`src/rtl/pc_gen_pkg.sv`:
```
// rtl/pc_gen_pkg.sv - shared defaults and next-pc source encoding for pc_gen
//
// Contents:
//   XLEN_DEFAULT, INSTR_BYTES_DEFAULT, RAS_DEPTH_DEFAULT - parameter defaults
//   next_src_e - which request selected the next fetch address
package pc_gen_pkg;

    localparam int unsigned XLEN_DEFAULT        = 32;
    localparam int unsigned INSTR_BYTES_DEFAULT = 4;
    localparam int unsigned RAS_DEPTH_DEFAULT   = 4;

    typedef enum logic [2:0] {
        SRC_SEQ,
        SRC_BRANCH,
        SRC_JUMP,
        SRC_CALL,
        SRC_RET,
        SRC_REDIRECT
    } next_src_e;

endpackage

```
`src/rtl/pc_ras.sv`:
```
// rtl/pc_ras.sv - circular return-address stack used by pc_gen
//
// Only built when PC_GEN_RAS_EN is defined.
// Ports:
//   clk, rst        - clock, asynchronous active-high reset (clears occupancy only)
//   push, push_data - write a return address; a full stack overwrites its oldest entry
//   pop             - discard the top entry (ignored when empty)
//   top             - most recently pushed live entry
//   empty           - no live entries
`ifdef PC_GEN_RAS_EN
module pc_ras
    import pc_gen_pkg::*;
#(
    parameter int unsigned XLEN  = XLEN_DEFAULT,
    parameter int unsigned DEPTH = RAS_DEPTH_DEFAULT
) (
    input  logic            clk,
    input  logic            rst,
    input  logic            push,
    input  logic            pop,
    input  logic [XLEN-1:0] push_data,
    output logic [XLEN-1:0] top,
    output logic            empty
);

    localparam int unsigned PTR_W = $clog2(DEPTH);
    localparam int unsigned CNT_W = $clog2(DEPTH + 1);

    logic [XLEN-1:0]  mem [DEPTH];
    // ptr is the next write slot; when full it also points at the oldest
    // entry, so a push there naturally overwrites the oldest address.
    logic [PTR_W-1:0] ptr;
    logic [CNT_W-1:0] count;

    always_ff @(posedge clk or posedge rst) begin
        if (rst) begin
            ptr   <= '0;
            count <= '0;
        end else if (push) begin
            ptr <= ptr + PTR_W'(1);
            if (count != CNT_W'(DEPTH)) begin
                count <= count + CNT_W'(1);
            end
        end else if (pop && (count != '0)) begin
            ptr   <= ptr - PTR_W'(1);
            count <= count - CNT_W'(1);
        end
    end

    // Contents survive reset; only occupancy decides what is live.
    always_ff @(posedge clk) begin
        if (push) begin
            mem[ptr] <= push_data;
        end
    end

    assign top   = mem[ptr - PTR_W'(1)];
    assign empty = (count == '0);

endmodule
`endif

```
`src/rtl/pc_gen.sv`:
```
// rtl/pc_gen.sv - fetch program-counter generator with optional return-address stack
//
// Optional feature macro: PC_GEN_RAS_EN (builds the return-address stack;
// without it call/ret behave as jumps to jump_target).
// Ports:
//   clk, rst                     - clock, asynchronous active-high reset
//   hold, fetch_ready            - stall / memory accept; pc advances when both allow
//   redirect, redirect_pc        - highest-priority redirect, honoured every edge
//   branch_taken, branch_offset  - pc-relative branch (signed offset, wraps)
//   jump, call, ret, jump_target - absolute jump, call (push), return (pop)
//   pc, pc_valid                 - fetch request
//   misaligned                   - pc not a multiple of INSTR_BYTES
//   ras_empty, ras_miss          - stack empty / one-cycle pulse on ret with empty stack
module pc_gen
    import pc_gen_pkg::*;
#(
    parameter int unsigned     XLEN         = XLEN_DEFAULT,
    parameter logic [XLEN-1:0] RESET_VECTOR = '0,
    parameter int unsigned     INSTR_BYTES  = INSTR_BYTES_DEFAULT,
    parameter int unsigned     RAS_DEPTH    = RAS_DEPTH_DEFAULT
) (
    input  logic            clk,
    input  logic            rst,
    input  logic            hold,
    input  logic            fetch_ready,
    input  logic            redirect,
    input  logic [XLEN-1:0] redirect_pc,
    input  logic            branch_taken,
    input  logic [XLEN-1:0] branch_offset,
    input  logic            jump,
    input  logic            call,
    input  logic            ret,
    input  logic [XLEN-1:0] jump_target,
    output logic [XLEN-1:0] pc,
    output logic            pc_valid,
    output logic            misaligned,
    output logic            ras_empty,
    output logic            ras_miss
);

    logic            advance;
    next_src_e       src;
    logic [XLEN-1:0] seq_pc;
    logic [XLEN-1:0] next_pc;
    logic [XLEN-1:0] ras_top;
    logic            ras_empty_int;
    logic            ret_miss;

    assign advance = pc_valid & fetch_ready & ~hold;
    assign seq_pc  = pc + XLEN'(INSTR_BYTES);

    always_comb begin
        src = SRC_SEQ;
        if (redirect) begin
            src = SRC_REDIRECT;
        end else if (branch_taken) begin
            src = SRC_BRANCH;
`ifdef PC_GEN_RAS_EN
        end else if (call) begin
            // call wins over a simultaneous ret
            src = SRC_CALL;
        end else if (ret) begin
            src = SRC_RET;
        end else if (jump) begin
            src = SRC_JUMP;
`else
        end else if (call | ret | jump) begin
            src = SRC_JUMP;
`endif
        end
    end

    always_comb begin
        next_pc = seq_pc;
        case (src)
            SRC_REDIRECT: next_pc = redirect_pc;
            SRC_BRANCH:   next_pc = pc + branch_offset;
            SRC_CALL:     next_pc = jump_target;
            SRC_RET:      next_pc = ras_empty_int ? jump_target : ras_top;
            SRC_JUMP:     next_pc = jump_target;
            default:      next_pc = seq_pc;
        endcase
    end

    assign ret_miss = advance & (src == SRC_RET) & ras_empty_int;

`ifdef PC_GEN_RAS_EN
    logic ras_push;
    logic ras_pop;

    assign ras_push = advance & (src == SRC_CALL);
    assign ras_pop  = advance & (src == SRC_RET) & ~ras_empty_int;

    pc_ras #(
        .XLEN  (XLEN),
        .DEPTH (RAS_DEPTH)
    ) u_ras (
        .clk       (clk),
        .rst       (rst),
        .push      (ras_push),
        .pop       (ras_pop),
        .push_data (seq_pc),
        .top       (ras_top),
        .empty     (ras_empty_int)
    );
`else
    logic unused_ras_depth;

    assign ras_top          = '0;
    assign ras_empty_int    = 1'b1;
    assign unused_ras_depth = (RAS_DEPTH > 1);
`endif

    assign ras_empty  = ras_empty_int;
    assign misaligned = (pc % XLEN'(INSTR_BYTES)) != '0;

    always_ff @(posedge clk or posedge rst) begin
        if (rst) begin
            pc       <= RESET_VECTOR;
            pc_valid <= 1'b0;
            ras_miss <= 1'b0;
        end else begin
            ras_miss <= ret_miss;
            if (redirect) begin
                pc       <= redirect_pc;
                pc_valid <= 1'b1;
            end else if (!pc_valid) begin
                // first edge out of reset: start requesting RESET_VECTOR
                pc_valid <= 1'b1;
            end else if (advance) begin
                pc <= next_pc;
            end
        end
    end

endmodule
```
`config.mk`:
```
export PLATFORM = sky130hd
export DESIGN_NAME = pc_gen
export DESIGN_NICKNAME = d
export VERILOG_FILES = /design/src/rtl/pc_gen_pkg.sv /design/src/rtl/pc_ras.sv /design/src/rtl/pc_gen.sv
export SDC_FILE = /design/constraint.sdc
export NUM_CORES = 1
export LEC_CHECK = 0
export CORE_MARGIN = 2
export CORE_UTILIZATION = 40
export DETAILED_ROUTE_END_ITERATION = 16
export PLACE_DENSITY = 0.71
export SLEW_MARGIN = 20
export SYNTH_ARGS = -nofsm -noshare
export SYNTH_HDL_FRONTEND = slang
export SYNTH_HIERARCHICAL = 1
export SYNTH_SLANG_ARGS = --single-unit
```
`constraint.sdc`:
```
create_clock -name clk -period 3.1 [get_ports clk]
set_clock_uncertainty 0.05 [all_clocks]
set_input_delay 0.465 -clock clk [delete_from_list [all_inputs] [get_ports clk]]
set_output_delay 0.465 -clock clk [all_outputs]
set_load 0.02 [all_outputs]
```
==> results.cfg <==
[drt]
drtAntennaViolNets = 0
drt_first_pass_iters = 5
wirelength_um = 16900
vias_per_cell = 5.87
drtIter0Drc = 423
drcViolationCount = 0
vias = 5171
wl_per_cell_um = 19.2

[global_routing]
overflow = 0
grt_pass1_wl_um = 26100
grt.total_usage = 0.289
antenna_found_initial = 0
grt_max_degree = 35
grt_pass1_vias = 5043

[yosys]
ys_types = 73
synth_cells = 568
synth-edff-count = 0
ys.flop_type = dfrtp_1
synth-warning-count = 6
yosysTopAreaCell = dfrtp_1
netlist.area_leader.share = 0.198
ys_top_cells_by_area = dfrtp_1 (20%), ha_1 (9.3%), a21oi_1 (8.7%)
syn_avg_cell_area_um2 = 7.57
synth_area_um2 = 4300
ys_ff_latch = 34
yosysSeqAreaShare = 0.198
async_reset_ff_frac = 1.00

[cells_and_area]
final_util = 0.604
final_cell_mix = clkdlybuf4s50_1 (139), a21oi_1 (75), nand2_1 (59), buf_4 (56), nor2_1 (47)
n_antenna_cell = 0
seqCellArea_um2 = 851
nets = 882
nFillCells = 994
syn2layout_area_growth_pct = 45.8
layout.cells.most_common = clkdlybuf4s50_1
drive_gt1_frac = 0.123
multi_input_area_um2 = 3270

[run]
maxCapViolations = 0

[sta]
tightest_slew_ps = 624
fin_crit_sh = 0.948
fin_crit_ps = 2940
setup_viol = 0
fmax_ghz = 0.340
relSlewSlack = 0.583
rsz0062_at_grt = no
hold_violations = 0
final_max_slew_viol_count = 0

[clock_network]
cts_tree = built
cts_buffers = 5
ctsHoldBuffers = 0
post_cts_buffers = 0
cts.sinks = 34
clockBufferDepth = 2
clk_pin_slew_ps = 80
clk_latency_ps = 290
clockRootBuffer = clkbuf_8
cts_max_level = 2

[power_and_ir_drop]
power.internal_mw = 1.44
power_density_nw_per_um2 = 393
power.total_mw = 2.46
combinationalPowerShare = 0.584
p_sw_frac = 0.416
seqPwrFrac = 0.240
p_leak_nw = 2.66
vdd_drop_max_uv = 180
power.switching_mw = 1.02
p_clk_frac = 0.176

[setup_path]
slowest_delay_ps = 470
crit_top_cell = inv_1
crit_path_top_delay_cell = clkdlybuf4s50_1
crit_path_end_kind = flip-flop
path_max_fanout = 7
worst_ep_arrival_time_ps = 3060
path_class = input pin to flip-flop
crit_required_ps = 3220
crit_buf_inv = 3
crit_chain = clkdlybuf4s50_1 > ha_1 > inv_1 > fa_1 > inv_1 > a21o_1 > a211o_4 > o31ai_4 > o31a_4 > o221ai_4 > nor2_1 > nor4_1 > o21ai_1
crit_family = compound AO/OA/AOI/OAI gates
start_kind = input pin

[floorplan]
ioPinCount = 141
core_um2 = 10400
dieArea_um2 = 11600
dieWidth_um = 108
start_util = 0.414
fp-row-count = 37
die_h_um = 108

[placed_design]
hpwl_um = 13300
numPortBuffers = 139
routabilityCongestion = 1.04

[hold_path]
hold_path_class = input pin to asynchronous set/reset pin

[run_status]
outcome = complete, no violations
worst min-delay path: cells and delay by family:
kind     cells  cell delay [ps]
buf+inv      3              880
power by group through the flow:
| stage | combinational, mW | clock, mW | sequential [mW] |
|---|---|---|---|
| 4_1_cts | 1.42 | 0.442 | 0.589 |
| 6_report | 1.44 | 0.434 | 0.590 |
| 5_1_grt | 1.55 | 0.458 | 0.601 |
| 2_1_floorplan | 0.775 | 0 | 0.651 |
| 3_3_place_gp | 1.40 | 0 | 0.595 |
| 3_5_place_dp | 1.41 | 0 | 0.596 |
cell usage after synthesis (8+ instances only):
library cell and n:
o22ai_1 10, nor2_1 47, ha_1 32, a31oi_1 12, nor3_1 11, clkbuf_1 19
dfrtp_1 34, a21oi_1 75, xnor2_1 17, nand2_1 59, xor2_1 20, o21ai_0 32
nand3_1 21, o211ai_1 9, inv_1 15, and3_1 17, a211oi_1 8, nand4_1 9
a21o_1 16
repair_timing:
action / CTS / global route
endpoints found under the hold margin: 0 / 0
setup endpoints to repair: 0 / 3
resized for setup: 0 / 1
through the flow:
step	setup WS (ps)	std cells	instance area, um^2	hold WS [ps]	TNS [ps]
after floorplan	397	569	4300	536	0
after global placement	-231	873	6150	496	-893
after detailed placement	-234	873	6150	514	-1100
after CTS	66.5	881	6260	538	0
after global routing	11.0	881	6260	545	0
final	163	881	6260	538	0
flip-flops by register name, summed over array words and instances, names as in the netlist:
signal	cells
pc	32
pc_valid	1
ras_miss	1
area by class of cell:
class / count / area share
inverters: 15 / 0.00899
repair buffers: 195 / 0.289
well taps: 136 / 0.0272
clock inverters: 1 / 0.00479
clock buffers: 7 / 0.0122
multi-input cells: 493 / 0.522
flip-flops and latches: 34 / 0.136
per-layer routing:
layer,global-route usage,routed length (um),part of all wire,vias up
met1,0.379,7430,0.44,2437
li1,-,-,-,2485
met5,0,0,0,-
met2,0.503,8110,0.48,226
met3,0.0303,1090,0.064,23
met4,0.0769,265,0.016,0
logic make-up (layout without fill, tap and decap cells):
kind of cell,count (synthesis),count (layout),share of synthesized area
AO/OA/AOI/OAI,219,219,0.341
AND/OR/NAND/NOR,198,198,0.233
buffers and inverters,42,218,0.0442
XOR/XNOR,38,38,0.0792
flip-flops,34,34,0.198
adder cells (fa/ha/maj),33,33,0.0978
other,2,3,0.00175
multiplexers,2,2,0.00466
path summary, 6_finish.rpt:
kind	depth (start not counted)	slack, ps	start	to
worst max-delay path	13	160	branch_offset[0]	pc[26]
worst min-delay path	3	540	rst	ras_miss
worst max register to register	12	380	pc[0]	pc[26]
worst min register to register	2	540	pc[0]	pc[0]
max in group asynchronous	3	2090	rst	pc[22]
min in group clk	2	540	pc[0]	pc[0]
(Power assumes the default switching activity.)
